$ cat src/rtl/mem_arbiter_pkg.sv
// Shared encodings for the IFU/LSU memory-port arbiter.
// Also holds a helper that sizes the starvation counter.
package mem_arbiter_pkg;

    localparam logic [1:0] ARB_IDLE = 2'd0;
    localparam logic [1:0] ARB_REQ  = 2'd1;
    localparam logic [1:0] ARB_RESP = 2'd2;

    localparam logic OWN_IFU = 1'b0;
    localparam logic OWN_LSU = 1'b1;

    localparam int MEM_MASK_W = 8;

    typedef logic [1:0] arb_state_t;

    // Bits needed to hold 0..max_val inclusive.
    function automatic int cnt_width(input int max_val);
        return (max_val < 1) ? 1 : $clog2(max_val + 1);
    endfunction

endpackage

$ cat src/rtl/mem_arbiter_prio.sv
// LSU-priority pick with a starvation override for a waiting IFU.
// Purely combinational; the caller gates the result with its IDLE state.
module arb_prio
    import mem_arbiter_pkg::*;
#(
    parameter int STARVE_MAX = 4,
    parameter int CNT_W      = cnt_width(STARVE_MAX)
) (
    input  logic             ifu_req,
    input  logic             lsu_req,
    input  logic [CNT_W-1:0] starve_cnt,
    output logic             grant_ifu,
    output logic             grant_lsu
);

    localparam logic [CNT_W-1:0] STARVE_LIM = CNT_W'(STARVE_MAX);

    always_comb begin
        grant_lsu = lsu_req && (!ifu_req || (starve_cnt < STARVE_LIM));
        grant_ifu = ifu_req && !grant_lsu;
    end

endmodule

$ cat src/rtl/mem_arbiter.sv
// Shares one memory port between fetch (IFU) and load/store (LSU),
// one transaction at a time, with fetch-flush response dropping.
module mem_arbiter
    import mem_arbiter_pkg::*;
#(
    parameter int ADDR_W     = 64,
    parameter int DATA_W     = 64,
    parameter int STARVE_MAX = 4
) (
    input  logic                  clk,
    input  logic                  rst,
    input  logic                  ifu_req,
    input  logic [ADDR_W-1:0]     ifu_addr,
    input  logic                  ifu_flush,
    output logic                  ifu_gnt,
    output logic                  ifu_rvalid,
    output logic [DATA_W-1:0]     ifu_rdata,
    input  logic                  lsu_req,
    input  logic                  lsu_wen,
    input  logic [ADDR_W-1:0]     lsu_addr,
    input  logic [DATA_W-1:0]     lsu_wdata,
    input  logic [MEM_MASK_W-1:0] lsu_wmask,
    output logic                  lsu_gnt,
    output logic                  lsu_rvalid,
    output logic [DATA_W-1:0]     lsu_rdata,
    output logic                  mem_req,
    output logic                  mem_wen,
    output logic [ADDR_W-1:0]     mem_addr,
    output logic [DATA_W-1:0]     mem_wdata,
    output logic [MEM_MASK_W-1:0] mem_wmask,
    input  logic                  mem_gnt,
    input  logic                  mem_rvalid,
    input  logic [DATA_W-1:0]     mem_rdata,
    output logic                  busy
);

    localparam int               CNT_W      = cnt_width(STARVE_MAX);
    localparam logic [CNT_W-1:0] STARVE_LIM = CNT_W'(STARVE_MAX);
    localparam logic [CNT_W-1:0] CNT_ONE    = CNT_W'(1);

    arb_state_t            state;
    arb_state_t            state_nxt;
    logic                  owner;
    logic                  drop;
    logic [CNT_W-1:0]      starve_cnt;
    logic [ADDR_W-1:0]     cap_addr;
    logic                  cap_wen;
    logic [DATA_W-1:0]     cap_wdata;
    logic [MEM_MASK_W-1:0] cap_wmask;

    logic grant_ifu;
    logic grant_lsu;
    logic in_idle;
    logic in_req;
    logic resp_fire;

    arb_prio #(
        .STARVE_MAX(STARVE_MAX),
        .CNT_W     (CNT_W)
    ) u_prio (
        .ifu_req   (ifu_req),
        .lsu_req   (lsu_req),
        .starve_cnt(starve_cnt),
        .grant_ifu (grant_ifu),
        .grant_lsu (grant_lsu)
    );

    assign in_idle = (state == ARB_IDLE);
    assign in_req  = (state == ARB_REQ);

    // A response counts in RESP, or in REQ when it arrives together with mem_gnt.
    assign resp_fire = mem_rvalid && ((state == ARB_RESP) || (in_req && mem_gnt));

    always_comb begin
        state_nxt = state;
        case (state)
            ARB_IDLE: if (grant_ifu || grant_lsu) state_nxt = ARB_REQ;
            ARB_REQ:  if (mem_gnt) state_nxt = mem_rvalid ? ARB_IDLE : ARB_RESP;
            ARB_RESP: if (mem_rvalid) state_nxt = ARB_IDLE;
            default:  state_nxt = ARB_IDLE;
        endcase
    end

    always_ff @(posedge clk) begin
        if (rst) begin
            state      <= ARB_IDLE;
            owner      <= OWN_IFU;
            drop       <= 1'b0;
            starve_cnt <= '0;
            cap_addr   <= '0;
            cap_wen    <= 1'b0;
            cap_wdata  <= '0;
            cap_wmask  <= '0;
        end else begin
            state <= state_nxt;
            if (in_idle && grant_lsu) begin
                owner     <= OWN_LSU;
                cap_addr  <= lsu_addr;
                cap_wen   <= lsu_wen;
                cap_wdata <= lsu_wdata;
                cap_wmask <= lsu_wmask;
                if (!ifu_req)
                    starve_cnt <= '0;
                else if (starve_cnt < STARVE_LIM)
                    starve_cnt <= starve_cnt + CNT_ONE;
            end else if (in_idle && grant_ifu) begin
                owner      <= OWN_IFU;
                cap_addr   <= ifu_addr;
                cap_wen    <= 1'b0;
                cap_wdata  <= '0;
                cap_wmask  <= '0;
                starve_cnt <= '0;
            end
            // The fetch still completes downstream; only its return is discarded.
            if (resp_fire)
                drop <= 1'b0;
            else if (!in_idle && (owner == OWN_IFU) && ifu_flush)
                drop <= 1'b1;
        end
    end

    always_comb begin
        ifu_gnt    = 1'b0;
        lsu_gnt    = 1'b0;
        ifu_rvalid = 1'b0;
        ifu_rdata  = '0;
        lsu_rvalid = 1'b0;
        lsu_rdata  = '0;
        mem_req    = 1'b0;
        mem_wen    = 1'b0;
        mem_addr   = '0;
        mem_wdata  = '0;
        mem_wmask  = '0;
        busy       = 1'b0;
        if (!rst) begin
            ifu_gnt    = in_idle && grant_ifu;
            lsu_gnt    = in_idle && grant_lsu;
            busy       = !in_idle;
            ifu_rvalid = resp_fire && (owner == OWN_IFU) && !drop && !ifu_flush;
            lsu_rvalid = resp_fire && (owner == OWN_LSU);
            if (ifu_rvalid)
                ifu_rdata = mem_rdata;
            if (lsu_rvalid && !cap_wen)
                lsu_rdata = mem_rdata;
            if (in_req) begin
                mem_req   = 1'b1;
                mem_wen   = cap_wen;
                mem_addr  = cap_addr;
                mem_wdata = cap_wdata;
                mem_wmask = cap_wmask;
            end
        end
    end

endmodule

$ cat config.mk
export PLATFORM = sky130hd
export DESIGN_NAME = mem_arbiter
export DESIGN_NICKNAME = d
export VERILOG_FILES = /design/src/rtl/mem_arbiter_pkg.sv /design/src/rtl/mem_arbiter_prio.sv /design/src/rtl/mem_arbiter.sv
export SDC_FILE = /design/constraint.sdc
export NUM_CORES = 1
export LEC_CHECK = 0
export ABC_AREA = 1
export CAP_MARGIN = 20
export CORE_AREA = 2 2 209 211
export CTS_CLUSTER_DIAMETER = 50
export DETAILED_ROUTE_END_ITERATION = 10
export DIE_AREA = 0 0 211 213
export HOLD_SLACK_MARGIN = 0.06
export PLACE_DENSITY_LB_ADDON = 0.1
export SYNTH_ARGS = -nofsm -noshare
export SYNTH_HDL_FRONTEND = slang
export SYNTH_SLANG_ARGS = --single-unit
$ cat constraint.sdc
create_clock -name clk -period 4.04 [get_ports clk]
set_input_delay 0.808 -clock clk [delete_from_list [all_inputs] [get_ports clk]]
set_output_delay 0.808 -clock clk [all_outputs]
set_load 0.005 [all_outputs]
==> Implementation_results.wiki <==
{| class="wikitable"
! Metric !! Value
|-
| Detailed Routing Iterations Pass 1 || 5
|-
| First-pass GRT wire length || roughly 57,000 um
|-
| Worst path cell trace || clkdlybuf4s50_1 -> inv_2 -> nand2_1 -> inv_1 -> nand4_2 -> buf_4 -> nor2_1 -> clkdlybuf4s50_1
|-
| Startpoint of the lowest-slack register-to-register path || state[1]
|-
| Startpoint type of the worst setup path || primary input
|-
| Area leader, netlist || sky130_fd_sc_hd__dfxtp_1
|-
| Unrepaired setup endpoints after global routing || no
|-
| Most used DFF post-synth || sky130_fd_sc_hd__dfxtp_1
|-
| Critical-path cell with the highest stage delay || sky130_fd_sc_hd__clkdlybuf4s50_1
|-
| Worst-case vdd ir drop || ~0.29 mV
|-
| Routed Antenna Nets || 0
|-
| Total number of cells along the worst setup path || 8
|-
| Clock latency reported for the late side of the worst-skew pair || roughly 440 ps
|-
| Vert. Die Dim || about 210 um
|-
| Number of buffers inserted during clock tree synthesis || 17
|-
| GR Util All Layers || 17.0%
|-
| Clock Tree Root || sky130_fd_sc_hd__clkbuf_16
|-
| DR vias || 9,776
|-
| Number of endpoints with negative hold slack in the final report || 0
|-
| Post-synth net total || 1,693
|-
| Width of the die || 211 um
|-
| Total of warnings raised by yosys || 0
|-
| Via density per instance || between 3 and 4
|-
| # H-tree levels || 4
|-
| Clock slew at the register clock pins of the worst setup and hold paths || roughly 60 ps
|-
| Static Leakage || 6.85 nW
|-
| Layout net count || 2,187
|-
| Register area || approximately 0.0029 mm^2
|-
| Post-CTS Setup Bufs || 0
|-
| Setup crit start || rst
|-
| Number of cells produced by synthesis || 1,420
|-
| Total of hold buffers inserted after clock tree synthesis || 0
|-
| Final Setup Violations || 0
|-
| IO Count || 543
|-
| Crit share post-route || 89.3%
|-
| Dominant cells by area after synthesis || sky130_fd_sc_hd__dfxtp_1, sky130_fd_sc_hd__nand2_1, sky130_fd_sc_hd__inv_1
|-
| Total power divided by cell area || 278 mW/mm^2
|-
| Row Count || 76
|-
| Cell area after technology mapping || around 0.0081 mm^2
|-
| Floorplan core area || 0.0427 mm^2
|-
| DR DRC count || 0
|-
| Highest clock rate || roughly 280 MHz
|-
| Biggest fanout along the worst timing path || 64
|-
| Pin slew with the least headroom to its limit || 918 ps
|-
| Flip-flop and latch count after synthesis || 144
|-
| Area taken by multi-input logic gates || about 0.0035 mm^2
|-
| Endpoint of the most critical setup path || lsu_rdata[21]
|-
| Weighted congestion reported at the end of routability-driven placement || 0.818
|-
| Final core utilization || between 30% and 40%
|-
| Count of flip-flops with a built-in enable after synthesis || 0
|-
| Initial Utilization || 19.0%
|-
| Pwr Total || 0.00407 W
|-
| Iteration-0 DRC Markers || approximately 470
|-
| Clock tree sinks || 144
|-
| Largest net degree at the start of global routing || 74
|-
| Total gr overflow || 0
|-
| Ratio of cells with drive above 1 in the final layout || 3.06%
|-
| Placed wire-length estimate after detailed placement || between 30,000 and 40,000 um
|-
| Cell mode on critical path || sky130_fd_sc_hd__clkdlybuf4s50_1
|-
| Reg2Reg Depth || 7
|-
| Kind of cell adding the most delay to the critical path || buffers and inverters
|-
| Clock tree from TritonCTS || built
|-
| Worst R2R End || cap_addr[0]
|-
| WL/cell || 15.8 um
|-
| Max-slew violations || 0
|-
| Result of the run || complete, no violations
|-
| R2R Setup Slk || 1580 ps
|-
| Number of fillers in the final layout || 4,794
|-
| Hold Path Class || flip-flop to flip-flop
|-
| IO buf count || 542
|-
| Distinct cell type count of the synthesized netlist || 23
|-
| Mapped Avg Cell Area || 5.72 um^2
|-
| Buffers & Inverters on Critical Path || 5
|-
| Shortest period the worst path allows || approximately 3600 ps
|-
| Total Die Area || roughly 0.045 mm^2
|-
| Placed instance count || 2,441
|-
| Maximum root-to-sink buffer count || 2
|-
| Accumulated negative setup slack || 0 ps
|-
| Post-synth ARST share || 0%
|-
| Post-Layout Cell Count || approximately 2.5k
|-
| Max transition margin || 38.6%
|-
| Critical path's largest stage delay || 530 ps
|-
| Number of antenna violations at the first check in global routing || 10
|-
| Fraction of post-synthesis cell area in the top cell type by area || between 30 and 40%
|-
| Vias in the first global route || ~9.4k
|-
| Hold slack final || 449 ps
|-
| Req. time, crit path || 3230 ps
|-
| Final Routed Wirelength || about 39,000 um
|-
| P&R area growth vs syn || 80.1%
|-
| Resized cells post-CTS || 0
|-
| Setup clock skew after layout || 8.89 ps
|-
| Proportion of synthesized chip area in sequential cells || a little over a third
|-
| CP arrival || 2800 ps
|-
| Max-Cap Viols || 0
|-
| Setup crit end kind || output port
|-
| Start-to-end type of the worst setup path || primary input to output port
|}
worst min path at each step:
stage / startpoint / endpoint / slack [ps] / depth (start not counted)
finish: cap_addr[60] / cap_addr[60] / 450 / 2
detailed placement: cap_wdata[13] / cap_wdata[13] / 440 / 2
global route: cap_wdata[15] / cap_wdata[15] / 470 / 2
floorplan: starve_cnt[1] / starve_cnt[1] / 420 / 2
global placement: starve_cnt[1] / starve_cnt[1] / 440 / 2
CTS: cap_addr[36] / cap_addr[36] / 450 / 2
stage by stage:
stage / area [um^2] / setup slack (ps)
final: 14600 / 434
after global routing: 14600 / 249
after CTS: 14600 / 449
after detailed placement: 14000 / 450
after global placement: 14000 / 490
after floorplan: 8120 / 1550
metal layers:
| layer | GRT usage [%] | wire length, um |
|---|---|---|
| met5 | 0 | 17 |
| met4 | 6.51 | 853 |
| met3 | 5.37 | 2760 |
| met2 | 31.7 | 20800 |
| met1 | 17.7 | 14800 |
synth_stat cells, types with 2 or more instances:
cell and instances:
sky130_fd_sc_hd__nor2_4 2, sky130_fd_sc_hd__buf_4 6, sky130_fd_sc_hd__inv_2 2, sky130_fd_sc_hd__buf_2 49, sky130_fd_sc_hd__nand3_1 68, sky130_fd_sc_hd__nand4_1 65
sky130_fd_sc_hd__buf_6 7, sky130_fd_sc_hd__a21oi_1 2, sky130_fd_sc_hd__inv_1 338, sky130_fd_sc_hd__dfxtp_1 144, sky130_fd_sc_hd__nor2_1 272, sky130_fd_sc_hd__nand2_1 433
sky130_fd_sc_hd__clkbuf_1 12, sky130_fd_sc_hd__buf_1 11
cells in the final DEF (no fill, tap or decap), drive strengths merged:
master | netlist | layout
ha | 1 | 1
buf | 73 | 19
nor2 | 275 | 275
bufinv | 0 | 2
clkdlybuf4s50 | 0 | 541
clkinvlp | 0 | 3
a211oi | 1 | 1
nand2 | 434 | 434
nand4 | 66 | 66
diode | 0 | 9
dfxtp | 144 | 144
and3 | 1 | 1
inv | 340 | 343
nand3 | 69 | 69
a21oi | 3 | 3
xor2 | 1 | 1
clkinv | 0 | 3
clkbuf | 12 | 20
cells by family (layout without fill, tap and decap cells):
family,Yosys count,in the layout,share of synthesized area [%]
simple gates,845,845,42.6
buf+inv,425,931,21.3
flops,144,144,35.5
compound gates,4,4,0.324
fa+ha+maj,1,1,0.154
xor+xnor,1,1,0.108
other cells,0,9,0
cell type report:
class	count	share of cell area, %
clock inverters	11	0.899
repair buffers	560	38.7
well taps	546	4.67
clock buffers	20	3.06
flip-flops and latches	144	19.7
multi-input cells	851	24.1
inverters	340	8.73
diodes	9	0.154
flip-flops by register name, indices dropped and copies added, names as in the netlist:
signal      count
state           2
cap_wen         1
cap_wdata      64
cap_addr       64
owner           1
cap_wmask       8
drop            1
starve_cnt      3
tightest hold or removal path: cells and delay by family (launching register included):
family / cells / cell delay (ps)
simple gates: 2 / 100
flops: 1 / 310
report_power, final:
part | total, W | internal, W | switching, W
clock | 0.00161 | 0.000929 | 0.000683
sequential | 0.00160 | 0.00154 | 0.0000587
combinational | 0.000855 | 0.000440 | 0.000414
Power figures use the tool's default switching activity.
